--- config.mk ---
export PLATFORM = sky130hd
export DESIGN_NAME = sum_accum
export DESIGN_NICKNAME = d
export VERILOG_FILES = /design/src/rtl/sum_accum.sv
export SDC_FILE = /design/constraint.sdc
export NUM_CORES = 1
export LEC_CHECK = 0
export CAP_MARGIN = 20
export CORE_UTILIZATION = 50
export DETAILED_ROUTE_END_ITERATION = 12
export PLACE_DENSITY_LB_ADDON = 0.2
export SLEW_MARGIN = 20
export SYNTH_ARGS = -nofsm -noshare
export SYNTH_HDL_FRONTEND = slang
export SYNTH_SLANG_ARGS = --single-unit
--- constraint.sdc ---
create_clock -name clk_i -period 2.47 [get_ports clk_i]
set_clock_uncertainty 0.1 [all_clocks]
set_input_delay 0.494 -clock clk_i [delete_from_list [all_inputs] [get_ports clk_i]]
set_output_delay 0.494 -clock clk_i [all_outputs]
set_load 0.02 [all_outputs]
--- src/rtl/sum_accum.sv ---
// Frame accumulator: sums a programmable number of input words with saturation and
// queues each frame total in a 2-entry output FIFO that drops frames when full.
module sum_accum #(
  parameter int unsigned IN_W  = 10,
  parameter int unsigned ACC_W = 16,
  parameter int unsigned LEN_W = 4
) (
  input  logic             clk_i,
  input  logic             rst_ni,
  input  logic [IN_W-1:0]  in_data_i,
  input  logic             in_valid_i,
  input  logic [LEN_W-1:0] frame_len_i,
  input  logic             clr_i,
  output logic [ACC_W-1:0] acc_data_o,
  output logic             acc_valid_o,
  input  logic             acc_ready_i,
  output logic             acc_sat_o,
  output logic             overflow_o,
  output logic [7:0]       drop_cnt_o
);

  localparam int unsigned CntW = LEN_W + 1;

  typedef enum logic [0:0] {StIdle, StAccum} state_e;

  state_e           state_q, state_d;
  logic [ACC_W-1:0] acc_q, acc_d;
  logic [CntW-1:0]  cnt_q, cnt_d;
  logic [LEN_W-1:0] len_q, len_d;
  logic             sat_q, sat_d;

  logic             push;
  logic [ACC_W-1:0] push_acc;
  logic             push_sat;

  logic [ACC_W-1:0] in_ext;
  logic [ACC_W:0]   sum_wide;
  logic [ACC_W-1:0] acc_sum;
  logic             sat_sum;
  logic [CntW-1:0]  cnt_inc;

  // A programmed length of zero stands for the full 2^LEN_W samples.
  function automatic logic [CntW-1:0] resolve_len(input logic [LEN_W-1:0] len);
    if (len == '0) begin
      return {1'b1, {LEN_W{1'b0}}};
    end
    return {1'b0, len};
  endfunction

  assign in_ext   = ACC_W'(in_data_i);
  assign sum_wide = {1'b0, acc_q} + {1'b0, in_ext};
  assign acc_sum  = sum_wide[ACC_W] ? {ACC_W{1'b1}} : sum_wide[ACC_W-1:0];
  assign sat_sum  = sat_q | sum_wide[ACC_W];
  assign cnt_inc  = cnt_q + CntW'(1);

  always_comb begin
    state_d  = state_q;
    acc_d    = acc_q;
    cnt_d    = cnt_q;
    len_d    = len_q;
    sat_d    = sat_q;
    push     = 1'b0;
    push_acc = acc_q;
    push_sat = sat_q;
    if (clr_i) begin
      state_d = StIdle;
      acc_d   = '0;
      cnt_d   = '0;
      sat_d   = 1'b0;
    end else if (in_valid_i) begin
      unique case (state_q)
        StIdle: begin
          len_d = frame_len_i;
          if (resolve_len(frame_len_i) == CntW'(1)) begin
            push     = 1'b1;
            push_acc = in_ext;
            push_sat = 1'b0;
            acc_d    = '0;
            cnt_d    = '0;
            sat_d    = 1'b0;
          end else begin
            state_d = StAccum;
            acc_d   = in_ext;
            cnt_d   = CntW'(1);
            sat_d   = 1'b0;
          end
        end
        StAccum: begin
          if (cnt_inc == resolve_len(len_q)) begin
            push     = 1'b1;
            push_acc = acc_sum;
            push_sat = sat_sum;
            state_d  = StIdle;
            acc_d    = '0;
            cnt_d    = '0;
            sat_d    = 1'b0;
          end else begin
            acc_d = acc_sum;
            cnt_d = cnt_inc;
            sat_d = sat_sum;
          end
        end
        default: state_d = StIdle;
      endcase
    end
  end

  always_ff @(posedge clk_i or negedge rst_ni) begin
    if (!rst_ni) begin
      state_q <= StIdle;
      acc_q   <= '0;
      cnt_q   <= '0;
      len_q   <= '0;
      sat_q   <= 1'b0;
    end else begin
      state_q <= state_d;
      acc_q   <= acc_d;
      cnt_q   <= cnt_d;
      len_q   <= len_d;
      sat_q   <= sat_d;
    end
  end

  // Output FIFO: each entry holds {sat, acc}.
  logic [1:0][ACC_W:0] mem_q;
  logic                wr_ptr_q, rd_ptr_q;
  logic [1:0]          count_q;
  logic                overflow_q;
  logic [7:0]          drop_cnt_q;
  logic                pop, full, do_push, drop;

  assign pop     = acc_valid_o & acc_ready_i;
  assign full    = (count_q == 2'd2);
  // When full, a simultaneous pop frees the slot the write pointer already targets.
  assign do_push = push & (~full | pop);
  assign drop    = push & full & ~pop;

  always_ff @(posedge clk_i or negedge rst_ni) begin
    if (!rst_ni) begin
      mem_q      <= '0;
      wr_ptr_q   <= 1'b0;
      rd_ptr_q   <= 1'b0;
      count_q    <= '0;
      overflow_q <= 1'b0;
      drop_cnt_q <= '0;
    end else begin
      if (do_push) begin
        mem_q[wr_ptr_q] <= {push_sat, push_acc};
        wr_ptr_q        <= ~wr_ptr_q;
      end
      if (pop) begin
        rd_ptr_q <= ~rd_ptr_q;
      end
      count_q <= count_q + 2'(do_push) - 2'(pop);
      if (drop) begin
        overflow_q <= 1'b1;
        if (drop_cnt_q != 8'hFF) begin
          drop_cnt_q <= drop_cnt_q + 8'd1;
        end
      end
    end
  end

  assign acc_valid_o = (count_q != 2'd0);
  assign acc_data_o  = mem_q[rd_ptr_q][ACC_W-1:0];
  assign acc_sat_o   = mem_q[rd_ptr_q][ACC_W];
  assign overflow_o  = overflow_q;
  assign drop_cnt_o  = drop_cnt_q;

endmodule

# Word level (Yosys, flattened, before mapping)
# Index checks and enable logic that the tools add are counted.
dict set report word_totals {
  out_inout_bits 27
  regBits 74
  input_bits 19
  elab_cells 101
}
dict set report classes {
  n_bitwise 12
  magnitude_cmp 3
  n_eq_ne 4
  muxes 58
  n_addsub 5
  reduce_logical 7
}
# op count
set op_table {}
lappend op_table {{$mux W16} 8}
lappend op_table {{$mux W5} 13}
lappend op_table {{$pmux W16 S2} 2}
lappend op_table {{$mux W17} 3}
lappend op_table {{$bwmux W34} 1}
lappend op_table {{$mux W1} 24}
lappend op_table {{$add A16 B10 Y17} 1}
lappend op_table {{$demux W17 S1} 1}
lappend op_table {{$mux W10} 1}
lappend op_table {{$pmux W5 S2} 1}
lappend op_table {{$add A8 B1 Y8 const B} 1}
lappend op_table {{$logic_not A4 Y1} 2}
lappend op_table {{$ne A8 B8 Y1 const B} 1}
lappend op_table {{$pmux W1 S2} 4}
lappend op_table {{$not A1 Y1} 6}
lappend op_table {{$add A5 B1 Y5 const B} 1}
lappend op_table {{$eq A5 B1 Y1 const B} 1}
lappend op_table {{$eq A5 B5 Y1} 1}
lappend op_table {{$and A1 B1 Y1} 4}
lappend op_table {{$lt A1 B2 Y1 const B} 2}
lappend op_table {{$reduce_bool A2 Y1} 2}
lappend op_table {{$reduce_and A3 Y1} 1}
lappend op_table {{$add A2 B1 Y2} 1}
lappend op_table {{$eq A2 B2 Y1 const B} 1}
lappend op_table {{5 further kinds} 6}

# Depth between registers and ports, before layout
dict set report logic_depth {
  ltp_word 17
  ltp_mapped 11
  depth_no_buf 11
}

# Least setup slack after synthesis
# Ideal clock, no wire load.
dict set report synth_path {
  path_kind {input to register}
  start {input in_data_i[0]}
  end {register mem_q[26] in the netlist's numbering}
  arrival_ns 2.548
  n_path_buf 1
  slack_ns -0.313
  t_required_ns 2.234
  cell_stages 10
  setup_time_ns 0.136
  path_cell_list {ha_1 fa_1 a21o_1 a22oi_1 a211oi_1 nand2_1 clkbuf_1 o21ai_0 a221oi_1 o21ai_0}
}
dict set report synth_via {
  elab_chain_len 7
}
# element line
set synth_lines {}
lappend synth_lines {{from (decl)} 10} ;# input logic [IN_W-1:0] in_data_i,
lappend synth_lines {{$add A16 B10 Y17} 51} ;# assign sum_wide = {1'b0, acc_q} + {1'b0, in_ext};
lappend synth_lines {{$mux W16} 52} ;# assign acc_sum = sum_wide[ACC_W] ? {ACC_W{1'b1}} : sum_wide[ACC_W-1:0];
lappend synth_lines {{$mux W16} 89} ;# if (cnt_inc == resolve_len(len_q)) begin
lappend synth_lines {{$pmux W16 S2} 71} ;# unique case (state_q)
lappend synth_lines {{$mux W16} 70} ;# end else if (in_valid_i) begin
lappend synth_lines {{$mux W16} 65} ;# if (clr_i) begin
lappend synth_lines {{$bwmux W34} 148} ;# mem_q[wr_ptr_q] <= {push_sat, push_acc};
lappend synth_lines {{to (signal, indexed assignment)} 148}
lappend synth_lines {{to (decl)} 125} ;# logic [1:0][ACC_W:0] mem_q;
# Every way passes these cells.
# A chain may end at the register's enable or synchronous reset.

# Worst setup path after layout
dict set report layout_path {
  start {register len_q[3]}
  end {register mem_q[25] in the netlist's numbering}
}
dict set report layout_via {
  elab_chain_len 15
  word_cells_on_any_way 20
  classes_between {eq/ne: 1; mux: 17; bitwise: 1; reduce/logical: 1}
}
# element line
set layout_lines {}
lappend layout_lines {{from (decl)} 29} ;# logic [LEN_W-1:0] len_q, len_d;
lappend layout_lines {{from (signal assigned)} 119} ;# len_q <= len_d;
lappend layout_lines {{$logic_not A4 Y1} 44} ;# if (len == '0) begin
lappend layout_lines {{$mux W1} 44}
lappend layout_lines {{$mux W1} 71}
lappend layout_lines {{$mux W1} 70}
lappend layout_lines {{$mux W1} 65}
lappend layout_lines {{$mux W5 *} 47} ;# return {1'b0, len};
lappend layout_lines {{$mux W5 *} 71}
lappend layout_lines {{$mux W5 *} 70}
lappend layout_lines {{$mux W5 *} 65}
lappend layout_lines {{$eq A5 B5 Y1 *} 89}
lappend layout_lines {{$mux W16 or $mux W1 (tied branches)} 89}
lappend layout_lines {{$pmux W16 S2 or $pmux W1 S2 (tied branches)} 71}
lappend layout_lines {{$mux W16 or $mux W1 (tied branches)} 70}
lappend layout_lines {{$mux W16 or $mux W1 (tied branches)} 65}
lappend layout_lines {{$bwmux W34 or $and A1 B1 Y1 (tied branches)} {148, 135}}
# Every way passes the cells marked *; elsewhere a longest branch is shown, timed or not. The select of a mux whose other input is x is not followed.

==> summary.md <==
| Metric | Value |
|---|---|
| Outcome | finished with violations |
| Violated checks | setup timing |
| Die Span Y | 97.11 um |
| Slowest-stage cell, CP | dfrtp_1 |
| Cell row count | 34 |
| Root buffer cell | clkbuf_8 |
| Clock slew at reported path FFs | 0.08 ns |
| Worst vdd ir | 0.4229 mV |
| Period utilisation layout | 1.111 |
| Core Footprint | 8721 um2 |
| Placed Cells | 705 |
| DP HPWL | 9.804 mm |
| Power per cell area | 632.0 nW/um2 |
| Cts hold-fix bufs | 0 |
| Avg Inst Size Synth | 9.685 um2 |
| Family with the most delay on the worst path | buffers and inverters |
| Max Clk Rate | 0.3644 GHz |
| FILL cells | 548 |
| Nets@finish | 668 |
| Unrepaired setup endpoints after global routing | true |
| Sequential cell area | 1856 um2 |
| Met3 Use GR | 0.04245 |
| GP Congestion | 0.9707 |
| Final instance area | 6963 um2 |
| Layout cell share with drive strength beyond 1 | 0.4351 |
| Clock latency on the worst-skew pair | 0.36 ns |
| Max_cap viols | 0 |
| # IOs | 46 |
| Synth top cells by count | dfrtp_1 (74), nand2_1 (41), mux2_2 (38), o21ai_0 (37), nor2_1 (29) |
| Dpl ws | -0.8338 ns |
| First-pass GRT wire length | 24.94 mm |
| Port bufs | 45 |
| Max Root-Sink Buffers | 2 |
| CP Class | flop to flop |
| Buffers & Inverters on Critical Path | 4 |
| Top cells by area, synth | dfrtp_1 (41%), mux2_2 (9.5%), o21ai_0 (4.1%), ha_1 (3.9%), nand2_1 (3.4%) |
| Synthesized instance count | 467 |
| Slowest stage delay, CP | 0.43 ns |
| DR iter-0 viols | 323 |
| Die Area | 9430 um2 |
| Netlist Area Pre-Place | 4523 um2 |
| Sequential cell area fraction in the yosys report | 0.4094 |
| Req. time, crit path | 2.61 ns |
| H-tree depth | 3 |
| Yosys cell types | 61 |
| Slew headroom | 0.6229 |
| Critical Path Fanout Max | 5 |
| Fin. max-slew vios | 0 |
| Vias in the first global route | 4884 |
| Leakage | 3.208 nW |
| Synth Register Bits | 74 |
| GRT busiest layer | met2 |
| HP Class | input pin to asynchronous set/reset pin |
| CP Capture Type | flop |
| Final-report hold violation count | 0 |
| Initial antenna violation count | 0 |
| Count of final setup violators | 55 |
| Arrival @ worst endpoint | 2.88 ns |
| CTS Sinks | 74 |
| Most common cell in the netlist | dfrtp_1 |
| GRT Resource Usage Total | 0.3358 |
| Synth warn | 0 |
| CTS tree | built |
| Initial core utilization | 0.5187 |
| Die Wd | 97.11 um |
| Min Tclk post-route | 2.744 ns |
| Largest net degree at the start of global routing | 41 |
| Antenna cell count | 0 |
| Gr ovfl total | 0 |
| Area Overhead vs Synth | 53.94% |
| Cell taking the most area after synthesis | dfrtp_1 |
| Antenna Violating Nets Remaining | 0 |
| Synth top area share | 0.4094 |
| Worst path cell trace | nor4_4, xnor2_1, xnor2_1, buf_4, o41ai_4, buf_4, nand4_1, buf_6, bufbuf_16, mux2_2 |
| Final WL | 15.46 mm |
| Worst slew pin tran | 0.5656 ns |
| CTS Buf Count | 9 |
| Drt wl/cell | 20.69 um |
| Post-DR vias/cell | 6.123 |
| # DRC | 0 |
| TritonRoute pass-1 iters | 6 |
| Finished Layout Cells | 747 |
| Number of synthesized flops with an enable pin | 0 |
| Vias | 4574 |
| GR Util met2 | 0.5823 |
| Multi-input gate area | 3058 um2 |
| Ys async rst share | 1.000 |
| Final WS setup | -0.2744 ns |
| Post-synth top flop | dfrtp_1 |
| Met1 usage | 0.4217 |
| Dpl cell area | 5944 um2 |
| Post-Syn Nets | 501 |
| Final TNS setup | -9.097 ns |
| CP Launch Type | flop |
## cells by family after synthesis
| kind of cell | share of synthesized area |
|---|---|
| xor gates and xnor gates | 0.04066 |
| and+or+nand+nor | 0.1571 |
| muxes | 0.1115 |
| AOI/OAI and AO/OA | 0.1995 |
| buffers and inverters | 0.03873 |
| DFF | 0.4094 |
| adders and majority gates | 0.04315 |
## area by class of cell
type / instances / area share
multi-input combinational: 355 / 0.4392
sequential: 74 / 0.2665
timing repair buffer: 182 / 0.2365
clock buffer: 12 / 0.02084
tap: 108 / 0.01941
clock inverter: 4 / 0.01078
inverter: 12 / 0.006828
## layer usage
metal / part of all wire / routed length, um
met1: 0.40 / 6232
met2: 0.50 / 7712
met3: 0.061 / 946
met4: 0.033 / 515
met5: 0.0033 / 51
## sequential cells by signal, indices dropped and copies added (netlist names), 2 cells and up
name / count
acc_q: 16
len_q: 4
drop_cnt_o: 8
count_q: 2
mem_q: 34
cnt_q: 5
## path summary, 6_finish.rpt
kind / startpoint / end / slack, ns / cells after the start
worst max-delay path: len_q[3] / mem_q[25] / -0.27 / 10
worst min-delay path: rst_ni / acc_q[14] / 0.02 / 1
worst max register to register: len_q[3] / mem_q[25] / -0.27 / 10
worst min register to register: mem_q[26] / mem_q[26] / 0.39 / 2
max in group asynchronous: rst_ni / acc_q[4] / 1.66 / 2
min in group clk_i: mem_q[26] / mem_q[26] / 0.39 / 2
## metrics by stage
step | util | power (mW) | hold slack [ns]
floorplan | - | 2.361 | 0.09841
global placement | 0.6816 | 2.992 | 0.3587
detailed placement | 0.6816 | 3.051 | 0.3682
CTS | 0.7762 | 4.309 | 0.03604
global route | 0.7984 | 4.600 | 0.05562
finish | 0.7984 | 4.401 | 0.01745
## cells in the final DEF (no fill, tap or decap), drive strengths merged, types with 5 or more instances in the layout
cell and instances:
o22ai 6, inv 12, and3 9, nor3 10, clkdlybuf4s50 33, a21o 9
nand2b 6, a22o 6, nand3 10, clkbuf 12, xnor2 17, mux2i 5
ha 14, nand2 41, dlygate4sd2 8, buf 136, a211o 6, a21oi 19
o21ai 37, a22oi 13, dfrtp 74, mux2 40, a31oi 8, nor2 30
nand4 8
## timing repair
| action | in CTS | in global routing |
|---|---|---|
| gates resized for setup | 100 | 43 |
| endpoints found under the setup margin | 61 | 64 |
| gates cloned | 4 | 0 |
| pin swaps | 34 | 24 |
| buffers inserted | 14 | 9 |
## where the power goes
group | internal [mW] | total [mW] | switching (mW)
registers | 1.40 | 1.54 | 0.147
logic | 0.920 | 1.78 | 0.856
clock network | 0.598 | 1.08 | 0.483
total | 2.91 | 4.40 | 1.49
No activity file was read; power rests on OpenSTA's default activity.
